`config.mk`:
```
export PLATFORM = sky130hd
export DESIGN_NAME = shift_exec_stage_flat
export DESIGN_NICKNAME = d
export VERILOG_FILES = /design/src/rtl/shift_pkg.sv /design/src/rtl/shift_exec_stage_if.sv /design/src/rtl/Shifter.sv /design/src/rtl/shift_exec_stage.sv /design/src/flat_wrapper.sv
export SDC_FILE = /design/constraint.sdc
export NUM_CORES = 1
export LEC_CHECK = 0
export BUFFER_PORTS_ARGS = -buffer_cell sky130_fd_sc_hd__buf_4
export CORE_UTILIZATION = 50
export CTS_BUF_LIST = sky130_fd_sc_hd__clkbuf_2 sky130_fd_sc_hd__clkbuf_4 sky130_fd_sc_hd__clkbuf_8
export CTS_CLUSTER_DIAMETER = 50
export DETAILED_ROUTE_END_ITERATION = 8
export PLACE_DENSITY = 0.72
export SLEW_MARGIN = 0
export SYNTH_ARGS = -nofsm -noshare
export SYNTH_HDL_FRONTEND = slang
export SYNTH_SLANG_ARGS = --single-unit
```
`constraint.sdc`:
```
create_clock -name clk -period 3.25 [get_ports clk]
set_input_delay 0.8125 -clock clk [delete_from_list [all_inputs] [get_ports clk]]
set_output_delay 0.8125 -clock clk [all_outputs]
set_load 0.01 [all_outputs]
```
`src/rtl/shift_pkg.sv`:
```
// Shared opcode constants, op-kind enum and decode helper for the shift execute stage.
// Opcode 4'b0110 decodes as a rotate only when SHIFT_ROR_EN is defined.
package shift_pkg;

   localparam int DATA_W = 16;
   localparam int AMT_W  = 4;
   localparam int OP_W   = 4;
   localparam int RD_W   = 4;

   localparam logic [OP_W-1:0] OP_SLL = 4'b0100;
   localparam logic [OP_W-1:0] OP_SRA = 4'b0101;
   localparam logic [OP_W-1:0] OP_ROR = 4'b0110;

   typedef enum logic [1:0] {
      KIND_SLL     = 2'd0,
      KIND_SRA     = 2'd1,
      KIND_ROR     = 2'd2,
      KIND_ILLEGAL = 2'd3
   } op_kind_e;

   function automatic op_kind_e decode_op(input logic [OP_W-1:0] op);
      op_kind_e kind;
      kind = KIND_ILLEGAL;
      case (op)
         OP_SLL: kind = KIND_SLL;
         OP_SRA: kind = KIND_SRA;
`ifdef SHIFT_ROR_EN
         OP_ROR: kind = KIND_ROR;
`endif
         default: kind = KIND_ILLEGAL;
      endcase
      return kind;
   endfunction

endpackage

```
`src/rtl/shift_exec_stage_if.sv`:
```
// Handshake and result bundle between the issue logic and the shift execute stage.
// The stage itself connects through the slave modport; the producer/consumer side uses master.
interface shift_exec_stage_if;
   import shift_pkg::*;

   logic              in_valid;
   logic              in_ready;
   logic [OP_W-1:0]   in_opcode;
   logic [DATA_W-1:0] in_rs_data;
   logic [AMT_W-1:0]  in_imm;
   logic [RD_W-1:0]   in_rd;

   logic              out_valid;
   logic              out_ready;
   logic [DATA_W-1:0] out_data;
   logic [RD_W-1:0]   out_rd;
   logic              out_z;

   logic              flag_z;
   logic              err_illegal;

   modport slave (
      input  in_valid, in_opcode, in_rs_data, in_imm, in_rd, out_ready,
      output in_ready, out_valid, out_data, out_rd, out_z, flag_z, err_illegal
   );

   modport master (
      output in_valid, in_opcode, in_rs_data, in_imm, in_rd, out_ready,
      input  in_ready, out_valid, out_data, out_rd, out_z, flag_z, err_illegal
   );

endinterface

```
`src/rtl/Shifter.sv`:
```
// Combinational barrel shifter: mode 0 is a zero-fill left shift, mode 1 a sign-fill right shift.
module Shifter #(
   parameter int DATA_W = 16,
   parameter int AMT_W  = 4
) (
   input  logic [DATA_W-1:0] data_i,
   input  logic [AMT_W-1:0]  amt_i,
   input  logic              mode_i,
   output logic [DATA_W-1:0] data_o
);

   logic signed [DATA_W-1:0] sdata;
   logic signed [DATA_W-1:0] sra_res;
   logic        [DATA_W-1:0] sll_res;

   assign sdata   = data_i;
   assign sra_res = sdata >>> amt_i;
   assign sll_res = data_i << amt_i;
   assign data_o  = mode_i ? sra_res : sll_res;

endmodule

```
`src/rtl/shift_exec_stage.sv`:
```
// Two-stage shift execute stage: S1 captures the decoded operation, S2 holds the result for the consumer.
// Define SHIFT_ROR_EN to execute opcode 4'b0110 as rotate-right; otherwise it is consumed as illegal.
module shift_exec_stage
   import shift_pkg::*;
(
   input  logic              clk,
   input  logic              rst_n,
   shift_exec_stage_if.slave bus
);

   logic              s1_valid_q, s1_valid_d;
   op_kind_e          s1_kind_q,  s1_kind_d;
   logic [DATA_W-1:0] s1_data_q,  s1_data_d;
   logic [AMT_W-1:0]  s1_amt_q,   s1_amt_d;
   logic [RD_W-1:0]   s1_rd_q,    s1_rd_d;

   logic              s2_valid_q, s2_valid_d;
   logic [DATA_W-1:0] s2_data_q,  s2_data_d;
   logic [RD_W-1:0]   s2_rd_q,    s2_rd_d;
   logic              s2_z_q,     s2_z_d;

   logic              flag_z_q,   flag_z_d;
   logic              err_q,      err_d;

   op_kind_e          in_kind;
   logic              legal;
   logic              s1_adv;
   logic              in_ready;
   logic              accept;
   logic [DATA_W-1:0] shf_res;
   logic [DATA_W-1:0] exec_res;

   Shifter #(
      .DATA_W (DATA_W),
      .AMT_W  (AMT_W)
   ) u_shifter (
      .data_i (s1_data_q),
      .amt_i  (s1_amt_q),
      .mode_i (s1_kind_q == KIND_SRA),
      .data_o (shf_res)
   );

`ifdef SHIFT_ROR_EN
   logic [DATA_W-1:0] ror_res;
   // Rotating a doubled word keeps the rotate a single shift of the concatenation.
   assign ror_res  = DATA_W'({s1_data_q, s1_data_q} >> s1_amt_q);
   assign exec_res = (s1_kind_q == KIND_ROR) ? ror_res : shf_res;
`else
   assign exec_res = shf_res;
`endif

   always_comb begin
      in_kind  = decode_op(bus.in_opcode);
      legal    = (in_kind != KIND_ILLEGAL);
      s1_adv   = !s2_valid_q || bus.out_ready;
      in_ready = !s1_valid_q || s1_adv;
      accept   = bus.in_valid && in_ready;

      s1_valid_d = s1_valid_q;
      s1_kind_d  = s1_kind_q;
      s1_data_d  = s1_data_q;
      s1_amt_d   = s1_amt_q;
      s1_rd_d    = s1_rd_q;
      // Illegal operations are consumed here and never occupy S1.
      if (accept && legal) begin
         s1_valid_d = 1'b1;
         s1_kind_d  = in_kind;
         s1_data_d  = bus.in_rs_data;
         s1_amt_d   = bus.in_imm;
         s1_rd_d    = bus.in_rd;
      end else if (s1_adv) begin
         s1_valid_d = 1'b0;
      end

      s2_valid_d = s2_valid_q;
      s2_data_d  = s2_data_q;
      s2_rd_d    = s2_rd_q;
      s2_z_d     = s2_z_q;
      if (s1_adv) begin
         s2_valid_d = s1_valid_q;
         if (s1_valid_q) begin
            s2_data_d = exec_res;
            s2_rd_d   = s1_rd_q;
            s2_z_d    = (exec_res == '0);
         end
      end

      flag_z_d = (s2_valid_q && bus.out_ready) ? s2_z_q : flag_z_q;
      err_d    = accept && !legal;
   end

   // S1 payload: qualified by s1_valid_q, so it needs no reset.
   always_ff @(posedge clk) begin
      s1_kind_q <= s1_kind_d;
      s1_data_q <= s1_data_d;
      s1_amt_q  <= s1_amt_d;
      s1_rd_q   <= s1_rd_d;
   end

   // S1 valid, S2 result and architectural flag state.
   always_ff @(posedge clk or negedge rst_n) begin
      if (!rst_n) begin
         s1_valid_q <= 1'b0;
         s2_valid_q <= 1'b0;
         s2_data_q  <= '0;
         s2_rd_q    <= '0;
         s2_z_q     <= 1'b0;
         flag_z_q   <= 1'b0;
         err_q      <= 1'b0;
      end else begin
         s1_valid_q <= s1_valid_d;
         s2_valid_q <= s2_valid_d;
         s2_data_q  <= s2_data_d;
         s2_rd_q    <= s2_rd_d;
         s2_z_q     <= s2_z_d;
         flag_z_q   <= flag_z_d;
         err_q      <= err_d;
      end
   end

   assign bus.in_ready    = in_ready;
   assign bus.out_valid   = s2_valid_q;
   assign bus.out_data    = s2_data_q;
   assign bus.out_rd      = s2_rd_q;
   assign bus.out_z       = s2_z_q;
   assign bus.flag_z      = flag_z_q;
   assign bus.err_illegal = err_q;

endmodule

```
`src/flat_wrapper.sv`:
```
// flat-port wrapper written by rule: the top's interface ports become plain ports
module shift_exec_stage_flat import shift_pkg::*;
  (clk, rst_n, bus_in_valid, bus_in_opcode, bus_in_rs_data, bus_in_imm, bus_in_rd, bus_out_ready, bus_in_ready, bus_out_valid, bus_out_data, bus_out_rd, bus_out_z, bus_flag_z, bus_err_illegal);
  shift_exec_stage_if bus_i ();
  input  logic clk;
  input  logic rst_n;
  input wire logic [$bits(bus_i.in_valid)-1:0] bus_in_valid;
  input wire logic [$bits(bus_i.in_opcode)-1:0] bus_in_opcode;
  input wire logic [$bits(bus_i.in_rs_data)-1:0] bus_in_rs_data;
  input wire logic [$bits(bus_i.in_imm)-1:0] bus_in_imm;
  input wire logic [$bits(bus_i.in_rd)-1:0] bus_in_rd;
  input wire logic [$bits(bus_i.out_ready)-1:0] bus_out_ready;
  output wire logic [$bits(bus_i.in_ready)-1:0] bus_in_ready;
  output wire logic [$bits(bus_i.out_valid)-1:0] bus_out_valid;
  output wire logic [$bits(bus_i.out_data)-1:0] bus_out_data;
  output wire logic [$bits(bus_i.out_rd)-1:0] bus_out_rd;
  output wire logic [$bits(bus_i.out_z)-1:0] bus_out_z;
  output wire logic [$bits(bus_i.flag_z)-1:0] bus_flag_z;
  output wire logic [$bits(bus_i.err_illegal)-1:0] bus_err_illegal;
  assign bus_i.in_valid = bus_in_valid;
  assign bus_i.in_opcode = bus_in_opcode;
  assign bus_i.in_rs_data = bus_in_rs_data;
  assign bus_i.in_imm = bus_in_imm;
  assign bus_i.in_rd = bus_in_rd;
  assign bus_i.out_ready = bus_out_ready;
  assign bus_in_ready = bus_i.in_ready;
  assign bus_out_valid = bus_i.out_valid;
  assign bus_out_data = bus_i.out_data;
  assign bus_out_rd = bus_i.out_rd;
  assign bus_out_z = bus_i.out_z;
  assign bus_flag_z = bus_i.flag_z;
  assign bus_err_illegal = bus_i.err_illegal;
  shift_exec_stage u_core (.clk(clk), .rst_n(rst_n), .bus(bus_i));
endmodule
```
==> key figures, run 1 <==
Outcome
  • Status: finished, final reports clean

Placement
  • IO buf count: 56
  • Gp weighted congestion: 0.945
  • Post-DP HPWL: 6.07 mm
  • Pre-CTS WS: approximately 0.43 ns

Floorplan
  • Die height: 83.0 um
  • Row cnt: 29
  • Core Area: 6350 sq um
  • Die Wd: 83.0 um
  • I/O pins: between 50 and 60
  • DIE AREA: 6890 sq um
  • Initial core utilization: 0.516

Routing
  • First DRT Iteration DRCs: 285
  • Residual DRC count: 0
  • Wirelength per Cell: 19.3 um
  • Drt pass-1 iters: 5
  • Final wirelength: 8.18 mm
  • DR vias: between 2000 and 3000
  • Average vias per placed instance: 6.35
  • Final ANT Viol Nets: 0

Timing
  • Slew @ Worst Pin: a little over 0.6 ns
  • Max Transition Viols Final: 0
  • Fin Setup TNS: 0 ns
  • Fmax: 0.353 GHz
  • RSZ-0062 raised after global routing: no
  • Hold Fails Final Rpt: 0
  • Rel. slew slack: 0.586
  • Clock skew: 0.0149 ns
  • # setup viols final: 0
  • Setup ws final: between 0.4 and 0.5 ns
  • Period minus WS final: 2.83 ns
  • Final worst-path cycle share: 0.871

Synthesis
  • Seq/Total Area, Yosys: 0.429
  • Fraction of registers with async set/reset: 0.490
  • Register bit total from synthesis: 51
  • Syn Nets: approximately 330
  • Post-synth EDFFs: 26
  • Main area contributors after synthesis: edfxtp_1, dfrtp_1, mux4_2, mux2i_1, mux2_2
  • Average size of a mapped cell: 11.0 sq um
  • Top_reg_cell synth: edfxtp_1
  • Synth top area share: 0.238
  • Ys Warns: 0
  • Yosys cell types: between 50 and 60
  • Syn Inst Count: 297
  • Area leader, netlist: edfxtp_1
  • Synthesized area: about 3300 sq um

Cells and area
  • Ant. Diodes: 0
  • Commonest non-fill, non-tap cells in the layout: buf_4, nand2_1, edfxtp_1, dfrtp_1, mux2i_1
  • Fillers: 521
  • Layout area overhead: 18.7%
  • Share of cells above drive strength 1: 0.333
  • Number of nets in the layout: 379
  • Most common cell after layout, fill and taps aside: buf_4

Clock tree
  • Max Root-Sink Buffers: 2
  • Hold buffers post-CTS: 0
  • Reg clk slew, reported paths: 0.10 ns
  • Clk sink count: 51
  • CTS buffer count: 5
  • Root buf cell: clkbuf_8
  • Cts repair resizes: 0
  • Post-CTS Setup Bufs: 0
  • Clk_lat worst skew: 0.31 ns
  • Htree depth: 2
  • CTS tree: yes

Power and ir drop
  • Worst vdd ir: 0.282 mV
  • Leak pwr: 1.62 nW
  • Power per cell area: 410 nW/um^2

Job
  • Max-Cap Viols: 0

Worst setup path
  • Nature of the critical path endpoint: flop
  • CP Max Fanout: 30
  • CP Cell Sequence: buf_12 -> mux2_4 -> mux4_2 -> nand2_1 -> o211a_1 -> nand4_1 -> a2111oi_2 -> a32o_1
  • Worst path max stage delay: 0.75 ns
  • Worst EP required: about 3.5 ns
  • CP top delay family: multiplexers
  • Setup CP Type: reg2reg
  • CP Launch Type: flop
  • WP data arrival: just over 3 ns
  • CP max-delay cell: edfxtp_1
  • Worst Path Buf+Inv: 1

Global route
  • GRT met2 Usage: 0.381
  • Top Usage Layer GRT: met2
  • Routing usage on met1: 0.337
  • Vias in the first global route: ~2500
  • Total track usage: 0.246
  • First-pass GRT wire length: 13.1 mm
  • Initial antenna violation count: 0
  • Largest net degree at the start of global routing: 31
  • GRT overflow: 0
  • Met3 track utilization from global routing: 0.0447

Worst hold path
  • Hold Crit Class: in2async
==> layout make-up <==
| type | count | area [sq um] | share of cell area |
|---|---|---|---|
| Multi-Input combinational cell | 218 | 1740 | 0.448 |
| Sequential cell | 51 | 1410 | 0.361 |
| Clock buffer | 6 | 82.6 | 0.0212 |
| Inverter | 5 | 18.8 | 0.00482 |
| Clock inverter | 2 | 38.8 | 0.00996 |
| Tap cell | 77 | 96.3 | 0.0247 |
| Timing Repair Buffer | 66 | 508 | 0.130 |
==> worst paths after layout <==
kind                               startpoint                endpoint  slack [ns]  cells past startpoint
min                                     rst_n  u_core.bus.out_data[6]        0.38                      1
max reg2reg                u_core.s1_amt_q[0]        u_core.bus.out_z        0.42                      8
min in group clk            u_core.s1_rd_q[1]    u_core.bus.out_rd[1]        0.49                      1
min reg2reg                 u_core.s1_rd_q[1]    u_core.bus.out_rd[1]        0.49                      1
max in group asynchronous               rst_n    u_core.bus.out_valid        2.61                      1
max                        u_core.s1_amt_q[0]        u_core.bus.out_z        0.42                      8
==> metal layers <==
| layer | share of wire | up-vias | routed length [um] |
|---|---|---|---|
| met2 | 0.47 | 157 | 3820 |
| met3 | 0.079 | 28 | 647 |
| met1 | 0.41 | 1280 | 3380 |
| met5 | 0 | - | 0 |
| li1 | - | 1234 | - |
| met4 | 0.041 | 0 | 336 |
==> kinds of logic after synthesis <==
family,after synthesis,share of synthesized area
compound gates,70,0.147
buf+inv,28,0.0404
simple gates,87,0.125
flops,51,0.429
mux,61,0.259
==> metrics by stage <==
step	hold WS, ns	utilization	area (sq um)	power, mW	cells
2_1_floorplan	0.455	-	3280	0.974	297
3_3_place_gp	0.459	0.594	3770	1.13	417
3_5_place_dp	0.467	0.594	3770	1.14	417
4_1_cts	0.389	0.613	3890	1.61	425
5_1_grt	0.397	0.613	3890	1.66	425
6_report	0.382	0.613	3890	1.60	425
==> state kept, by name (all words and copies together), names as in the netlist <==
signal,count
u_core.s1_kind_q,2
u_core.bus.flag_z,1
u_core.s1_amt_q,4
u_core.bus.out_z,1
u_core.bus.out_data,16
u_core.bus.out_valid,1
u_core.bus.out_rd,4
u_core.s1_data_q,16
u_core.s1_rd_q,4
u_core.s1_valid_q,1
u_core.bus.err_illegal,1
==> cells in the mapped netlist, types with 2 or more instances <==
library cell	n
nand2_1	29
mux2_1	3
nor3b_1	2
buf_1	2
nor2_1	22
mux2i_1	23
clkbuf_1	13
a211o_1	3
a31oi_1	4
o22ai_1	5
mux4_2	15
nor2b_1	4
nor3_1	7
buf_6	2
o21ai_0	14
a21oi_1	12
nand2b_1	11
or2_2	2
inv_1	4
buf_4	2
dfrtp_1	25
o32ai_1	2
o211a_1	2
o21ai_1	4
mux2_2	14
o211ai_1	4
o21a_1	2
buf_2	4
mux2_4	6
a211oi_1	5
and2_1	2
edfxtp_1	26
nand4_1	2
nand3_1	3
==> where the power goes <==
| part | switching (mW) | total (mW) | internal [mW] | leakage (nW) |
|---|---|---|---|---|
| Clock | 0.216 | 0.470 | 0.253 | 0.0618 |
| Combinational | 0.158 | 0.338 | 0.180 | 1.00 |
| Sequential | 0.0449 | 0.789 | 0.744 | 0.560 |
| Total | 0.419 | 1.60 | 1.18 | 1.62 |
==> worst register-to-register path: cells and delay by family (launching register included) <==
| kind | cells | cell delay (ns) |
|---|---|---|
| DFF | 1 | 0.75 |
| muxes | 2 | 0.81 |
| AOI/OAI and AO/OA | 3 | 0.73 |
| buffers and inverters | 1 | 0.30 |
| and+or+nand+nor | 2 | 0.20 |
No activity file was read; power rests on OpenSTA's default activity.
==> inputs of run 2 (changes only) <==
ABC_AREA = 1   (was unset)
BUFFER_PORTS_ARGS = unset   (was -buffer_cell sky130_fd_sc_hd__buf_4)
DONT_BUFFER_PORTS = 1   (was unset)
HOLD_SLACK_MARGIN = 0.03   (was unset)
PLACE_DENSITY = unset   (was 0.72)
==> run 2 against run 1 <==
  * Total power is 9.6% lower
  * Core utilization fell by 6.8 points
  * Synthesized cell count up 47%
  * Non-clock buffer count decreased by 60
  * Critical path depth up 4
  * Critical path type unchanged
  * Worst setup slack improved by 0.55 ns
  * Largest cell class unchanged
  * Largest power group unchanged
  * Worst hold slack worse by 0.21 ns
==> key figures, run 2 <==
Clock tree
  • CTS buffer count: 5
  • Cts repair resizes: 0
  • Htree depth: 2
  • Post-CTS Setup Bufs: 0
  • CTS tree: yes
  • Clk_lat worst skew: 0.32 ns
  • Clk sink count: 51
  • Hold buffers post-CTS: 0
  • Max Root-Sink Buffers: 2
  • Reg clk slew, reported paths: 0.10 ns
  • Root buf cell: clkbuf_8

Synthesis
  • Compound-Gate Fraction of Synth Area: 0.0450
  • Main area contributors after synthesis: edfxtp_1, dfrtp_1, nand2_1, nand3_1, nor2_1
  • Synthesized area: 3190 sq um
  • Ys Warns: 0
  • Seq/Total Area, Yosys: 0.440
  • Syn Inst Count: roughly 440
  • Post-synthesis mux area share: 0
  • Post-synth EDFFs: 26
  • Commonest cells in the netlist: nand2_1, nand3_1, nor2_1, edfxtp_1, dfrtp_1
  • Area leader, netlist: edfxtp_1
  • Register bit total from synthesis: 51
  • Simple-gate share of the synthesized area: 0.448
  • Most numerous cell in the Yosys netlist: nand2_1
  • Largest family of logic cells by synthesized area: simple AND/OR/NAND/NOR gates
  • Synth top area share: 0.244
  • Post-Synth XOR/XNOR Area: 0
  • Syn Nets: 470
  • Yosys cell types: 24
  • Top_reg_cell synth: edfxtp_1
  • Synth Area in Adders: 0
  • Average size of a mapped cell: 7.29 sq um
  • Fraction of registers with async set/reset: 0.490

Cells and area
  • Layout area overhead: 2.90%
  • Most common cell after layout, fill and taps aside: nand2_1
  • Ant. Diodes: 0
  • Commonest non-fill, non-tap cells in the layout: nand2_1, nand3_1, nor2_1, edfxtp_1, dfrtp_1
  • Post-Route Utilization: 0.545
  • Fillers: ~590
  • Share of cells above drive strength 1: 0.0860
  • Number of nets in the layout: 461
  • Post-Layout Cell Count: 505

Floorplan
  • Initial core utilization: 0.530
  • DIE AREA: 6710 sq um
  • Die Wd: 81.9 um
  • Die height: 81.9 um
  • Core Area: 6030 sq um
  • Row cnt: 28
  • I/O pins: 57

Routing
  • Final ANT Viol Nets: 0
  • Wirelength per Cell: 15.6 um
  • First DRT Iteration DRCs: 268
  • Average vias per placed instance: 5.78
  • DR vias: 2918
  • Drt pass-1 iters: 6
  • Final wirelength: 7.89 mm
  • Residual DRC count: 0

Timing
  • Final worst-path cycle share: 0.701
  • Fin Setup TNS: 0 ns
  • Period minus WS final: approximately 2.3 ns
  • Max Transition Viols Final: 0
  • Clock skew: 0.0103 ns
  • # setup viols final: 0
  • Fmax: about 0.44 GHz
  • Slew @ Worst Pin: 0.856 ns
  • Rel. slew slack: 0.429
  • Hold Fails Final Rpt: 0
  • RSZ-0062 raised after global routing: no

Worst setup path
  • Worst r2r path cells: 12
  • CP max-delay cell: edfxtp_1
  • Worst Path Buf+Inv: 1
  • Nature of the critical path endpoint: flop
  • Reg-to-Reg End: u_core.bus.out_z
  • CP Max Fanout: 17
  • R2R setup slack: 0.97 ns
  • Setup CP Type: reg2reg
  • CP top delay family: simple AND/OR/NAND/NOR gates
  • R2R Path Start: u_core.s1_amt_q[0]
  • Most Frequent Cell on Critical Path: nand2_1
  • Worst EP required: around 3.5 ns
  • Stages on worst setup path: 12
  • WP data arrival: 2.55 ns
  • Worst path max stage delay: 0.77 ns
  • CP Launch Type: flop
  • CP Cell Sequence: inv_4 -> nand2_1 -> nand3_1 -> nand3_1 -> nand3_1 -> nand3_1 -> nand2_1 -> nor2_1 -> nand2_1 -> nor2_1 -> nand2_1 -> nand2_1

Outcome
  • Status: finished, final reports clean

Global route
  • Vias in the first global route: 2587
  • Initial antenna violation count: 0
  • Largest net degree at the start of global routing: 30
  • Total track usage: 0.253
  • First-pass GRT wire length: between 10 and 15 mm
  • GRT overflow: 0

Placement
  • IO buf count: 0
  • Post-DP HPWL: a little under 6 mm
  • DP Cell Count: around 500
  • Gp weighted congestion: roughly 0.94

Power and ir drop
  • Worst vdd ir: roughly 0.33 mV
  • Leak pwr: 1.56 nW
  • Pwr Total: 1.44 mW
  • Power per cell area: about 440 nW/um^2

Worst hold path
  • Hold Crit Class: in2async

Job
  • Max-Cap Viols: 0
[run 2: cell types whose count changed in the layout (fill, tap and decap cells not counted), sizes merged, moves of 11 or more]
| cell | before | now |
|---|---|---|
| nand2 | 29 | 173 |
| buf | 66 | 6 |
| nand2b | 11 | 0 |
| o21ai | 18 | 4 |
| a31oi | 4 | 16 |
| mux2i | 23 | 0 |
| mux2 | 23 | 0 |
| mux4 | 15 | 0 |
| nand3 | 3 | 114 |
| inv | 6 | 18 |
| nor2 | 22 | 35 |
[run 2: final cells by class]
class	instances	area, sq um	area share
Clock buffer	5	68.8	0.0209
Clock inverter	3	23.8	0.00723
Inverter	18	70.1	0.0213
Multi-Input combinational cell	347	1580	0.480
Sequential cell	51	1410	0.428
Tap cell	75	93.8	0.0285
Timing Repair Buffer	6	45.0	0.0137
[run 2: routing by layer]
layer  vias to the layer above  part of all wire  GRT usage
li1                       1449                 -          -
met1                      1335              0.47      0.363
met2                       124              0.46      0.384
met3                        10             0.065     0.0500
met4                         0             0.011     0.0702
met5                         -                 0          0
[run 2: how the worst max path moves through the flow]
stage,start,end,slack (ns)
floorplan,bus_out_ready,u_core.s1_amt_q[0],0.64
global placement,bus_out_ready,u_core.bus.out_data[9],0.81
detailed placement,bus_out_ready,u_core.bus.out_data[9],0.83
CTS,u_core.s1_amt_q[0],u_core.bus.out_z,0.98
global route,u_core.s1_amt_q[0],u_core.bus.out_z,0.67
finish,u_core.s1_amt_q[0],u_core.bus.out_z,0.97
[run 2: power by group]
part | internal [mW] | total, mW | switching [mW]
clock network | 0.156 | 0.392 | 0.236
logic | 0.0768 | 0.210 | 0.133
registers | 0.756 | 0.842 | 0.0862
[run 2: cell families after synthesis]
group / after synthesis
buf+inv: 40
flops: 51
simple gates: 323
compound gates: 24
[run 2: through the flow]
stage	setup WS [ns]	hold slack (ns)	cell area, sq um
final	0.971	0.173	3290
after global routing	0.670	0.155	3290
after CTS	0.980	0.166	3290
after detailed placement	0.835	0.434	3190
after global placement	0.810	0.425	3190
after floorplan	0.645	0.418	3190
==> inputs of run 3 (changes only) <==
PLACE_DENSITY = 0.68   (was unset)
clock period = 2 ns   (was 3.25 ns; I/O delays follow)
==> run 3 against run 2 <==
  * Final cell count grew 3.4%
  * Register-to-register slack lost 0.88 ns
  * Critical path type unchanged
  * Critical endpoint unchanged
  * Clock power grew 63%
  * Highest routed layer unchanged
==> key figures, run 3 (synthesis gave the netlist of run 2 again) <==
Outcome
  • Status: finished, final reports clean

Global route
  • Total track usage: 0.264
  • Initial antenna violation count: 0
  • Largest net degree at the start of global routing: 36
  • Vias in the first global route: 2801
  • First-pass GRT wire length: 13.2 mm
  • GRT overflow: 0

Worst setup path
  • CP Max Fanout: 8
  • CP Launch Type: flop
  • CP top delay family: simple AND/OR/NAND/NOR gates
  • Worst r2r path cells: 15
  • Worst EP required: 2.26 ns
  • CP max-delay cell: edfxtp_1
  • WP data arrival: 2.17 ns
  • Most Frequent Cell on Critical Path: nand2_1
  • CP Cell Sequence: buf_6 -> buf_6 -> nand2_2 -> nand3_1 -> nand2_2 -> nand2_1 -> nand3_1 -> nand2_2 -> inv_2 -> nand2_1 -> nor2_2 -> nand2_1 -> nor2_1 -> nand2_1 -> nand2_1
  • Setup CP Type: reg2reg
  • Worst Path Buf+Inv: 3
  • R2R Path Start: u_core.s1_amt_q[0]
  • Reg-to-Reg End: u_core.bus.out_z
  • R2R setup slack: 0.09 ns
  • Worst path max stage delay: 0.49 ns
  • Nature of the critical path endpoint: flop

Timing
  • # setup viols final: 0
  • Rel. slew slack: 0.587
  • Hold Fails Final Rpt: 0
  • Fmax: around 0.52 GHz
  • Slew @ Worst Pin: 0.616 ns
  • Setup ws final: 0.0916 ns
  • RSZ-0062 raised after global routing: yes
  • Max Transition Viols Final: 0
  • Fin Hold WS: 0.263 ns
  • Final worst-path cycle share: 0.954
  • Period minus WS final: 1.91 ns
  • Clock skew: 0.00653 ns

Cells and area
  • Layout area overhead: 15.2%
  • Most common cell after layout, fill and taps aside: nand2_1
  • FF+latch area: approximately 1400 sq um
  • Ant. Diodes: 0
  • Commonest non-fill, non-tap cells in the layout: nand2_1, nand3_1, nor2_1, nand2_2, edfxtp_1
  • Multi-input gate area: 1750 sq um
  • Number of nets in the layout: 478
  • Share of cells above drive strength 1: 0.219
  • Fillers: around 540
  • Post-Layout Cell Count: ~520

Power and ir drop
  • Sw Share: 0.321
  • Power per cell area: between 600 and 700 nW/um^2
  • Worst vdd ir: 0.445 mV
  • Power share of the clock group: 0.264
  • Gate power share: 0.170
  • Psw: slightly below 800 uW
  • Seq pwr share: 0.566
  • Leak pwr: 1.73 nW
  • Internal power: 1.64 mW

Worst hold path
  • WHS Path Cells: 1
  • Hold endpoint: u_core.bus.flag_z
  • Min-delay src: bus_out_ready
  • Hold Crit Class: in2reg

Floorplan
  • Core Area: 6030 sq um
  • Initial core utilization: 0.530
  • Die height: 81.9 um
  • DIE AREA: 6710 sq um
  • Row cnt: 28
  • Die Wd: 81.9 um
  • I/O pins: 57

Clock tree
  • CTS tree: yes
  • Clk_lat worst skew: approximately 0.32 ns
  • CTS buffer count: 5
  • Reg clk slew, reported paths: approximately 0.1 ns
  • Htree depth: 2
  • Clk sink count: 51
  • Max Root-Sink Buffers: 2
  • Root buf cell: clkbuf_8

Routing
  • DR vias: 3065
  • First DRT Iteration DRCs: between 200 and 300
  • Residual DRC count: 0
  • Wirelength per Cell: 16.4 um
  • Drt pass-1 iters: 5
  • Final wirelength: ~8.6 mm
  • Average vias per placed instance: 5.87
  • Final ANT Viol Nets: 0

Placement
  • Pre-CTS WS: 0.158 ns
  • IO buf count: 0
  • Post-DP HPWL: between 5 and 6 mm
  • DP Cell Count: just over 500
  • Gp weighted congestion: between 0.9 and 1

Job
  • Max-Cap Viols: 0
run 3: power groups by stage:
stage	sequential, mW	clock [mW]	combinational (mW)
2_1_floorplan	1.36	0	0.284
3_3_place_gp	1.39	0	0.356
3_5_place_dp	1.39	0	0.356
4_1_cts	1.37	0.648	0.374
5_1_grt	1.39	0.690	0.467
6_report	1.37	0.639	0.411
run 3: final cells by class:
cell class / count / share of cell area
timing repair inverter: 1 / 0.00170
sequential: 51 / 0.382
clock buffer: 5 / 0.0187
inverter: 18 / 0.0197
timing repair buffer: 22 / 0.0714
multi-input combinational: 347 / 0.475
tap: 75 / 0.0255
clock inverter: 3 / 0.00646
run 3: worst max-delay path by stage:
stage	from	to	slack (ns)	cells after the start
after floorplan	bus_in_opcode[2]	u_core.s1_amt_q[0]	0.13	4
after global placement	u_core.s1_amt_q[0]	u_core.bus.out_z	0.19	14
after detailed placement	u_core.s1_amt_q[0]	u_core.bus.out_z	0.16	14
after CTS	u_core.s1_amt_q[0]	u_core.bus.out_z	0.14	14
after global routing	u_core.s1_amt_q[0]	u_core.bus.out_z	-0.08	15
final	u_core.s1_amt_q[0]	u_core.bus.out_z	0.09	15
run 3: stage by stage:
stage	area (sq um)	util	power (mW)	TNS, ns
after global routing	3680	0.611	2.55	-0.0791
after detailed placement	3300	0.547	1.75	0
after global placement	3300	0.547	1.74	0
after CTS	3420	0.567	2.39	0
after floorplan	3200	-	1.65	0
final	3680	0.611	2.42	0
run 3: per-layer routing:
metal	global-route usage	part of all wire	wire (um)	up-vias
met4	0.109	0.030	258	0
li1	-	-	-	1484
met5	0	0	0	-
met2	0.425	0.47	4050	154
met3	0.0522	0.072	620	24
met1	0.346	0.43	3660	1403
run 3: what timing repair did:
| item | 4_1_cts | 5_1_grt |
|---|---|---|
| buffers inserted | 0 | 6 |
| gates resized for setup | 0 | 57 |
| hold buffers | 2 | 0 |
| endpoints found under the hold margin | 25 | 0 |
| setup endpoints to repair | 0 | 1 |
